**src/rtl/clock_pkg.sv**
```systemverilog
// Shared mode encoding and button detector state for the clock/alarm
// setting logic.
package clock_pkg;

  localparam logic [2:0] MODE_RUN     = 3'd0;
  localparam logic [2:0] MODE_SET_HR  = 3'd1;
  localparam logic [2:0] MODE_SET_MIN = 3'd2;
  localparam logic [2:0] MODE_AL_HR   = 3'd3;
  localparam logic [2:0] MODE_AL_MIN  = 3'd4;
  localparam int         MODE_COUNT   = 5;

  typedef enum logic [1:0] {
    BTN_IDLE,
    BTN_EDGE,
    BTN_HELD
  } btn_st_t;

  function automatic logic [2:0] mode_next(input logic [2:0] m);
    if (int'(m) >= MODE_COUNT - 1)
      return MODE_RUN;
    return m + 3'd1;
  endfunction

endpackage

```
**src/rtl/btn_rise_pulse.sv**
```systemverilog
// Rising-edge detector for one debounced button level; the event is
// reported one cycle after the first high sample if still pressed.
module btn_rise_pulse (
  input  logic clk,
  input  logic rst,
  input  logic i_btn,
  output logic o_rise
);
  import clock_pkg::*;

  btn_st_t r_st;

  always_ff @(posedge clk or posedge rst) begin
    if (rst) begin
      r_st <= BTN_IDLE;
    end else begin
      unique case (r_st)
        BTN_IDLE: r_st <= i_btn ? BTN_EDGE : BTN_IDLE;
        BTN_EDGE: r_st <= i_btn ? BTN_HELD : BTN_IDLE;
        BTN_HELD: r_st <= i_btn ? BTN_HELD : BTN_IDLE;
        default:  r_st <= BTN_IDLE;
      endcase
    end
  end

  assign o_rise = (r_st == BTN_EDGE) & i_btn;

endmodule

```
**src/rtl/set_mode_ctrl.sv**
```systemverilog
// Button-driven mode sequencer with inc/dec pulses, hold-to-repeat,
// idle timeout back to RUN, edit blink and alarm enable toggle.
module set_mode_ctrl #(
  parameter int REPEAT_DELAY   = 50000000,
  parameter int REPEAT_PERIOD  = 12500000,
  parameter int TIMEOUT_CYCLES = 500000000,
  parameter int BLINK_CYCLES   = 25000000
) (
  input  logic       clk,
  input  logic       rst,
  input  logic       btn_mode,
  input  logic       btn_inc,
  input  logic       btn_dec,
  output logic [2:0] mode,
  output logic       inc_pulse,
  output logic       dec_pulse,
  output logic       blink,
  output logic       alarm_en
);
  import clock_pkg::*;

  localparam int RPT_MAX = (REPEAT_DELAY > REPEAT_PERIOD) ?
                           REPEAT_DELAY : REPEAT_PERIOD;
  localparam int RW = $clog2(RPT_MAX);
  localparam int IW = $clog2(TIMEOUT_CYCLES);
  localparam int BW = $clog2(BLINK_CYCLES);

  localparam logic [RW-1:0] RPT_D = RW'(REPEAT_DELAY - 1);
  localparam logic [RW-1:0] RPT_P = RW'(REPEAT_PERIOD - 1);
  localparam logic [IW-1:0] IDLE_TOP = IW'(TIMEOUT_CYCLES - 1);
  localparam logic [BW-1:0] BLK_TOP = BW'(BLINK_CYCLES - 1);

  logic [2:0]    r_mode;
  logic          r_inc;
  logic          r_dec;
  logic          r_blink;
  logic          r_alarm;
  logic          r_rep_act;
  logic          r_rep_dir;
  logic          r_rep_first;
  logic [RW-1:0] r_rep_cnt;
  logic [IW-1:0] r_idle;
  logic [BW-1:0] r_bcnt;

  logic w_ev_m;
  logic w_ev_i;
  logic w_ev_d;

  btn_rise_pulse u_det_mode (
    .clk(clk), .rst(rst), .i_btn(btn_mode), .o_rise(w_ev_m)
  );
  btn_rise_pulse u_det_inc (
    .clk(clk), .rst(rst), .i_btn(btn_inc), .o_rise(w_ev_i)
  );
  btn_rise_pulse u_det_dec (
    .clk(clk), .rst(rst), .i_btn(btn_dec), .o_rise(w_ev_d)
  );

  logic          w_edit;
  logic          w_both;
  logic          w_ev_any;
  logic          w_new_inc;
  logic          w_new_dec;
  logic          w_rep_lvl;
  logic          w_rep_hold;
  logic          w_rep_due;
  logic          w_pulse;
  logic          w_tout;
  logic          w_run_inc;
  logic [2:0]    w_mode_nxt;
  logic [RW-1:0] w_rep_top;

  assign w_edit    = (r_mode != MODE_RUN);
  assign w_both    = btn_inc & btn_dec;
  assign w_ev_any  = w_ev_m | w_ev_i | w_ev_d;
  assign w_new_inc = w_edit & w_ev_i & ~w_ev_m & ~w_both;
  assign w_new_dec = w_edit & w_ev_d & ~w_ev_m & ~w_both;
  assign w_rep_lvl = r_rep_dir ? btn_dec : btn_inc;
  assign w_rep_top = r_rep_first ? RPT_D : RPT_P;

  // Repeat survives only while its own button stays alone and held
  assign w_rep_hold = r_rep_act & w_rep_lvl & ~w_both &
                      ~w_ev_m & w_edit;
  assign w_rep_due  = w_rep_hold & (r_rep_cnt == w_rep_top);
  assign w_pulse    = w_new_inc | w_new_dec | w_rep_due;
  assign w_tout     = w_edit & ~w_ev_any & ~w_pulse &
                      (r_idle == IDLE_TOP);
  assign w_run_inc  = ~w_edit & w_ev_i & ~w_ev_m;

  always_comb begin
    w_mode_nxt = r_mode;
    if (w_ev_m)
      w_mode_nxt = mode_next(r_mode);
    else if (w_tout)
      w_mode_nxt = MODE_RUN;
  end

  always_ff @(posedge clk or posedge rst) begin
    if (rst) begin
      r_mode      <= MODE_RUN;
      r_inc       <= 1'b0;
      r_dec       <= 1'b0;
      r_blink     <= 1'b0;
      r_alarm     <= 1'b0;
      r_rep_act   <= 1'b0;
      r_rep_dir   <= 1'b0;
      r_rep_first <= 1'b0;
      r_rep_cnt   <= '0;
      r_idle      <= '0;
      r_bcnt      <= '0;
    end else begin
      r_mode <= w_mode_nxt;
      r_inc  <= w_new_inc | (w_rep_due & ~r_rep_dir);
      r_dec  <= w_new_dec | (w_rep_due & r_rep_dir);
      if (w_run_inc)
        r_alarm <= ~r_alarm;

      if (w_new_inc | w_new_dec) begin
        r_rep_act   <= 1'b1;
        r_rep_dir   <= w_new_dec;
        r_rep_first <= 1'b1;
        r_rep_cnt   <= '0;
      end else if (w_rep_due) begin
        r_rep_first <= 1'b0;
        r_rep_cnt   <= '0;
      end else if (w_rep_hold) begin
        r_rep_cnt <= r_rep_cnt + RW'(1);
      end else begin
        r_rep_act   <= 1'b0;
        r_rep_first <= 1'b0;
        r_rep_cnt   <= '0;
      end

      if (~w_edit | w_ev_any | w_pulse | w_tout)
        r_idle <= '0;
      else
        r_idle <= r_idle + IW'(1);

      if (w_mode_nxt == MODE_RUN) begin
        r_blink <= 1'b0;
        r_bcnt  <= '0;
      end else if (w_mode_nxt != r_mode) begin
        r_blink <= 1'b1;
        r_bcnt  <= '0;
      end else if (r_bcnt == BLK_TOP) begin
        r_blink <= ~r_blink;
        r_bcnt  <= '0;
      end else begin
        r_bcnt <= r_bcnt + BW'(1);
      end
    end
  end

  assign mode      = r_mode;
  assign inc_pulse = r_inc;
  assign dec_pulse = r_dec;
  assign blink     = r_blink;
  assign alarm_en  = r_alarm;

endmodule
```
**config.mk**
```make
export PLATFORM = sky130hd
export DESIGN_NAME = set_mode_ctrl
export DESIGN_NICKNAME = d
export VERILOG_FILES = /design/src/rtl/clock_pkg.sv /design/src/rtl/btn_rise_pulse.sv /design/src/rtl/set_mode_ctrl.sv
export SDC_FILE = /design/constraint.sdc
export NUM_CORES = 1
export LEC_CHECK = 0
export CAP_MARGIN = 25
export CORE_ASPECT_RATIO = 1.2
export CORE_MARGIN = 4
export CORE_UTILIZATION = 56
export CTS_BUF_LIST = sky130_fd_sc_hd__clkbuf_16
export DETAILED_ROUTE_END_ITERATION = 12
export PLACE_DENSITY = 0.85
export SKIP_LAST_GASP = 1
export SYNTH_ARGS = -nofsm -noshare
export SYNTH_HDL_FRONTEND = slang
export SYNTH_HIERARCHICAL = 1
export SYNTH_SLANG_ARGS = --single-unit
```
**constraint.sdc**
```tcl
create_clock -name clk -period 2.9 [get_ports clk]
set_input_delay 0.725 -clock clk [delete_from_list [all_inputs] [get_ports clk]]
set_output_delay 0.725 -clock clk [all_outputs]
set_load 0.02 [all_outputs]
```
==> flow_summary_export.csv, run 1 <==
group,metric,value,unit
sta,relSlewSlack,48.4,%
pwr,peakVddDrop,0.326,mV
critical_path,crit_top_cell,"or4_4",
min_path,hold_class,"reg2reg",
critical_path,rr_startpoint,"mode[0]$_DFF_PP0_",
synthesis,avgSynthCellArea,9.75,um^2
final_layout,area_growth,11.9,%
placement,post-dp-hpwl,6.89,mm
routing,drtAntennaViolNets,0,
placement,place_congestion,0.802,
clocking,cts-root-buf,"clkbuf_16",
critical_path,rr_endpoint,"mode[2]$_DFF_PP0_",
floorplanning,die_h,112,um
placement,preCtsSetupSlack,-203,ps
critical_path,setup.worst_path.start,"btn_mode",
routing,vias_per_cell,5.76,
critical_path,end_kind,"register",
critical_path,critPathMaxStageDelay,570,ps
floorplanning,die_w,94.4,um
clocking,clk_path_buf_depth,2,
critical_path,crit_chain,"clkdlybuf4s50_1 > and2_1 > or4_4 > or4_4 > a21oi_1 > o21ai_0",
synthesis,synth.net_count,534,
clocking,clk_latency,340,ps
sta,final_hold_viol_count,0,
pwr,p_int,2.50,mW
grt,grtUsageTotal,20.7,%
final_layout,final_nets,554,
clocking,htreeDepth,3,
critical_path,startpoint_type,"input port",
synthesis,ys_warn_count,6,
sta,final.setup_skew,11.1,ps
clocking,ctsResizeCount,0,
final_layout,final_cell_count_no_fill,657,
synthesis,synth_area_leaders,"dfrtp_1, xnor2_1, nor2_1",
placement,dp_cells,641,
final_layout,finalInstanceArea,5620,um^2
grt,grt_pass1_vias,3910,
routing,drtIter0Drc,205,
sta,setup_violations,0,
pwr,power_switching_share,30.7,%
critical_path,path_class,"in2reg",
final_layout,final_common_cell,"dfrtp_1",
critical_path,crit_path_end,"mode[2]$_DFF_PP0_",
critical_path,cp_slowest_cell,"or4_4",
clocking,cts_tree,"yes",
synthesis,synth_area,5020,um^2
critical_path,worstRegToRegCells,7,
routing,wl_per_cell,15.4,um
synthesis,synth-main-ff-cell,"dfrtp_1",
pwr,seq_power_share,43.2,%
status,status,"complete, no violations",
sta,worstMarginPinSlew,767,ps
grt,gr-total-overflow,0,
grt,grt_pass1_wl,17.7,mm
final_layout,drive_gt1_share,7.04,%
sta,fin_ws,165,ps
floorplanning,num_rows,37,
clocking,post-cts-setup-buffers,0,
final_layout,final_cell_mix,"dfrtp_1, nor2_1, xnor2_1",
synthesis,synth_edf_count,0,
synthesis,syn_inst,515,
critical_path,critPathArrivalTime,2940,ps
min_path,hold_start,"alarm_en$_DFFE_PP0P_",
clocking,clkSinkCount,96,
sta,hold-worst-slack,483,ps
clocking,clk_pin_slew,70,ps
final_layout,antenna_cells,0,
final_layout,final_core_util,64.9,%
pwr,power.switching,1.11,mW
flow_run,drv_cap,0,
placement,post_dp_cell_area,5330,um^2
synthesis,synth-async-reset-ratio,100,%
floorplanning,coreArea,8660,um^2
floorplanning,die_area,10600,um^2
pwr,clock_power_share,32.6,%
sta,report.final.slew_viol_count,0,
pwr,leakage,2.26,nW
routing,firstDrtPassIters,5,
routing,drc,0,
routing,vias,3784,
sta,finalCriticalPeriod,2740,ps
pwr,power-per-cell-area,643,nW/um^2
grt,grt_max_degree,58,
pwr,comb_power_share,24.3,%
critical_path,critPathBufInv,1,
synthesis,yosys.area.top_type,"dfrtp_1",
floorplanning,io_pins,12,
sta,fin_tns_setup,0,ps
pwr,total_power,3.61,mW
floorplanning,start_util,58.0,%
clocking,cts_buffers,9,
critical_path,r2r_slack,310,ps
critical_path,cp_max_fo,4,
sta,rsz0062_at_grt,"no",
synthesis,synth.distinct_cells,45,
synthesis,synth_top_cell_area_share,47.8,%
grt,antenna_found_initial,0,
synthesis,yosysSeqAreaShare,47.8,%
critical_path,path_delay_family,"simple AND/OR/NAND/NOR gates",
placement,port_buffers,11,
critical_path,worst-path-stages,6,
synthesis,ys_ff_latch,96,
routing,routed_wl,10.1,mm
sta,fmax,366,MHz
sta,finalCritPeriodShare,94.3,%
clocking,cts_hold_repair.buffers,0,
critical_path,cp.required,3110,ps
## registers in the layout, indices dropped and copies added, names as in the netlist
name,cells
dec_pulse,1
mode,3
r_bcnt,25
inc_pulse,1
r_rep_first,1
alarm_en,1
u_det_mode/r_st,2
r_rep_dir,1
blink,1
r_rep_cnt,26
r_rep_act,1
u_det_dec/r_st,2
r_idle,29
u_det_inc/r_st,2
## Yosys cell counts, drive strengths merged (5+ instances only)
master,count
dfrtp,96
nor2,76
xnor2,57
nor3,46
nand2,34
nand3,30
inv,23
xor2,17
nand4,16
ha,14
nor4,12
buf,10
and2,9
and3,8
and4,8
nor4b,5
or4,5
## worst min-delay path by stage
stage / endpoint / slack (ps) / cells past startpoint
after floorplan: r_bcnt[0]$_DFF_PP0_ / 430 / 1
after global placement: r_bcnt[0]$_DFF_PP0_ / 450 / 1
after detailed placement: r_bcnt[0]$_DFF_PP0_ / 460 / 1
after CTS: r_bcnt[0]$_DFF_PP0_ / 490 / 1
after global routing: alarm_en$_DFFE_PP0P_ / 500 / 1
final: alarm_en$_DFFE_PP0P_ / 480 / 1
## cell families after synthesis
kind of cell / synth area share (%)
adders and majority gates: 3.49
AOI/OAI and AO/OA: 3.31
and+or+nand+nor: 28.4
buffers and inverters: 3.86
DFF: 47.8
muxes: 0.224
xor gates and xnor gates: 12.9
## layer usage
| metal | track usage [%] | up-vias | routed length [um] | part of all wire (%) |
|---|---|---|---|---|
| met4 | 7.90 | 0 | 223 | 2.2 |
| met3 | 3.38 | 19 | 319 | 3.2 |
| met2 | 35.9 | 79 | 5370 | 53 |
| li1 | - | 1820 | - | - |
| met5 | 0 | - | 0 | 0 |
| met1 | 25.6 | 1866 | 4190 | 41 |
## power by group through the flow
stage | combinational [mW] | clock, mW | sequential, mW
2_1_floorplan | 0.579 | 0 | 1.60
3_3_place_gp | 0.840 | 0 | 1.57
3_5_place_dp | 0.883 | 0 | 1.58
4_1_cts | 0.887 | 1.18 | 1.56
5_1_grt | 0.965 | 1.25 | 1.58
6_report | 0.877 | 1.18 | 1.56
## final cells by class
cell class                      instances  area, um^2
Clock buffer                            9         225
Clock inverter                          7        68.8
Fill cell                             661        3040
Inverter                               23        90.1
Multi-Input combinational cell        382        2420
Sequential cell                        96        2400
Tap cell                              117         146
Timing Repair Buffer                   23         263
Note: power is estimated with default switching activity, not from simulation.
==> run 2, diff against run 1 <==
CORE_UTILIZATION = 51   (was 56)
PLACE_DENSITY = 0.79   (was 0.85)
==> flow_summary_export.csv, run 2 (synthesis gave the netlist of run 1 again) <==
group,metric,value,unit
final_layout,largest_register_ffs,29,
grt,grt_max_degree,91,
sta,fin_tns_setup,0,ps
sta,finalCritPeriodShare,93.9,%
clocking,cts_tree,"yes",
floorplanning,num_rows,39,
routing,routed_wl,9.77,mm
status,status,"complete, no violations",
pwr,total_power,3.75,mW
floorplanning,die_area,11500,um^2
floorplanning,io_pins,12,
clocking,clk_latency,340,ps
grt,antenna_found_initial,0,
placement,port_buffers,11,
placement,preCtsSetupSlack,-139,ps
pwr,peakVddDrop,0.325,mV
clocking,clk_pin_slew,70,ps
sta,final_hold_viol_count,0,
final_layout,finalInstanceArea,5660,um^2
clocking,cts_buffers,9,
routing,vias,3699,
grt,gr-total-overflow,0,
floorplanning,die_h,117,um
final_layout,antenna_cells,0,
grt,grtUsageTotal,18.1,%
routing,drtAntennaViolNets,0,
pwr,leakage,2.28,nW
grt,grt_pass1_wl,17.1,mm
sta,final.setup_skew,7.18,ps
placement,post-dp-hpwl,6.64,mm
final_layout,final_core_util,59.2,%
critical_path,critPathArrivalTime,2930,ps
final_layout,final_cell_count_no_fill,663,
placement,dp_cells,647,
clocking,cts_hold_repair.buffers,0,
min_path,hold_depth,1,
floorplanning,die_w,98.6,um
sta,setup_violations,0,
clocking,post-cts-setup-buffers,0,
final_layout,drive_gt1_share,7.04,%
routing,drtIter0Drc,162,
flow_run,drv_cap,0,
sta,worstMarginPinSlew,654,ps
routing,drc,0,
sta,hold-worst-slack,486,ps
final_layout,top_register,"r_idle",
critical_path,path_class,"in2reg",
sta,fin_ws,178,ps
critical_path,worstRegToRegCells,6,
critical_path,cp_max_fo,4,
min_path,hold_class,"reg2reg",
final_layout,final_common_cell,"dfrtp_1",
placement,place_congestion,0.781,
pwr,power-per-cell-area,663,nW/um^2
sta,relSlewSlack,56.3,%
final_layout,largest_registers,"r_idle: 29 flops, r_rep_cnt: 26 flops, r_bcnt: 25 flops",
clocking,clkSinkCount,96,
routing,firstDrtPassIters,6,
clocking,cts-root-buf,"clkbuf_16",
clocking,htreeDepth,3,
placement,post_dp_cell_area,5320,um^2
routing,wl_per_cell,14.7,um
critical_path,startpoint_type,"input port",
floorplanning,coreArea,9560,um^2
clocking,clk_path_buf_depth,2,
critical_path,cp.required,3100,ps
final_layout,final_nets,554,
floorplanning,start_util,52.5,%
final_layout,area_growth,12.7,%
critical_path,end_kind,"register",
routing,vias_per_cell,5.58,
sta,report.final.slew_viol_count,0,
grt,grt_pass1_vias,3731,
sta,fmax,367,MHz
sta,finalCriticalPeriod,2720,ps
final_layout,final_cell_mix,"dfrtp_1, nor2_1, xnor2_1",
sta,rsz0062_at_grt,"no",
clocking,ctsResizeCount,0,
-- run 2: cell count changes in the layout (fill, tap and decap cells not counted), sizes merged --
| cell | previous run | this run |
|---|---|---|
| bufinv | 1 | 3 |
| clkinv | 3 | 2 |
| inv | 24 | 23 |
-- run 2: routing by layer --
layer / vias to the layer above / GRT usage, % / part of all wire [%]
met4: 0 / 6.65 / 1.4
li1: 1817 / - / -
met2: 53 / 31.7 / 51
met5: - / 0 / 0
met3: 11 / 3.35 / 2.8
met1: 1818 / 22.4 / 44
-- run 2: final cells by class --
| type | instances | area, um^2 |
|---|---|---|
| Sequential cell | 96 | 2400 |
| Inverter | 23 | 90.1 |
| Tap cell | 123 | 154 |
| Multi-Input combinational cell | 382 | 2420 |
| Timing Repair Buffer | 23 | 250 |
| Clock buffer | 9 | 225 |
| Fill cell | 808 | 3910 |
| Clock inverter | 7 | 111 |
-- run 2: worst max-delay path, cell delays in order --
cell and delay [ps]:
clkdlybuf4s50_1 420, and2_1 170, or4_4 550, or4_4 570, a21oi_1 320, o21ai_0 160
-- run 2: path summary, 6_finish.rpt --
| check | start | to | slack (ps) |
|---|---|---|---|
| min reg2reg | r_bcnt[0]$_DFF_PP0_ | r_bcnt[0]$_DFF_PP0_ | 490 |
| max in group asynchronous | rst | r_idle[22]$_DFF_PP0_ | 1520 |
| min | r_bcnt[0]$_DFF_PP0_ | r_bcnt[0]$_DFF_PP0_ | 490 |
| min in group asynchronous | rst | u_det_inc/r_st[1]$_DFF_PP0_ | 720 |
| max | btn_mode | mode[2]$_DFF_PP0_ | 180 |
| max reg2reg | u_det_mode/r_st[0]$_DFF_PP0_ | mode[2]$_DFF_PP0_ | 350 |
-- run 2: power breakdown --
group,internal (mW),switching [mW],leakage [nW],total [mW]
clock,0.836,0.498,0.167,1.33
sequential,1.45,0.105,1.32,1.55
combinational,0.382,0.481,0.795,0.863
total,2.67,1.08,2.28,3.75
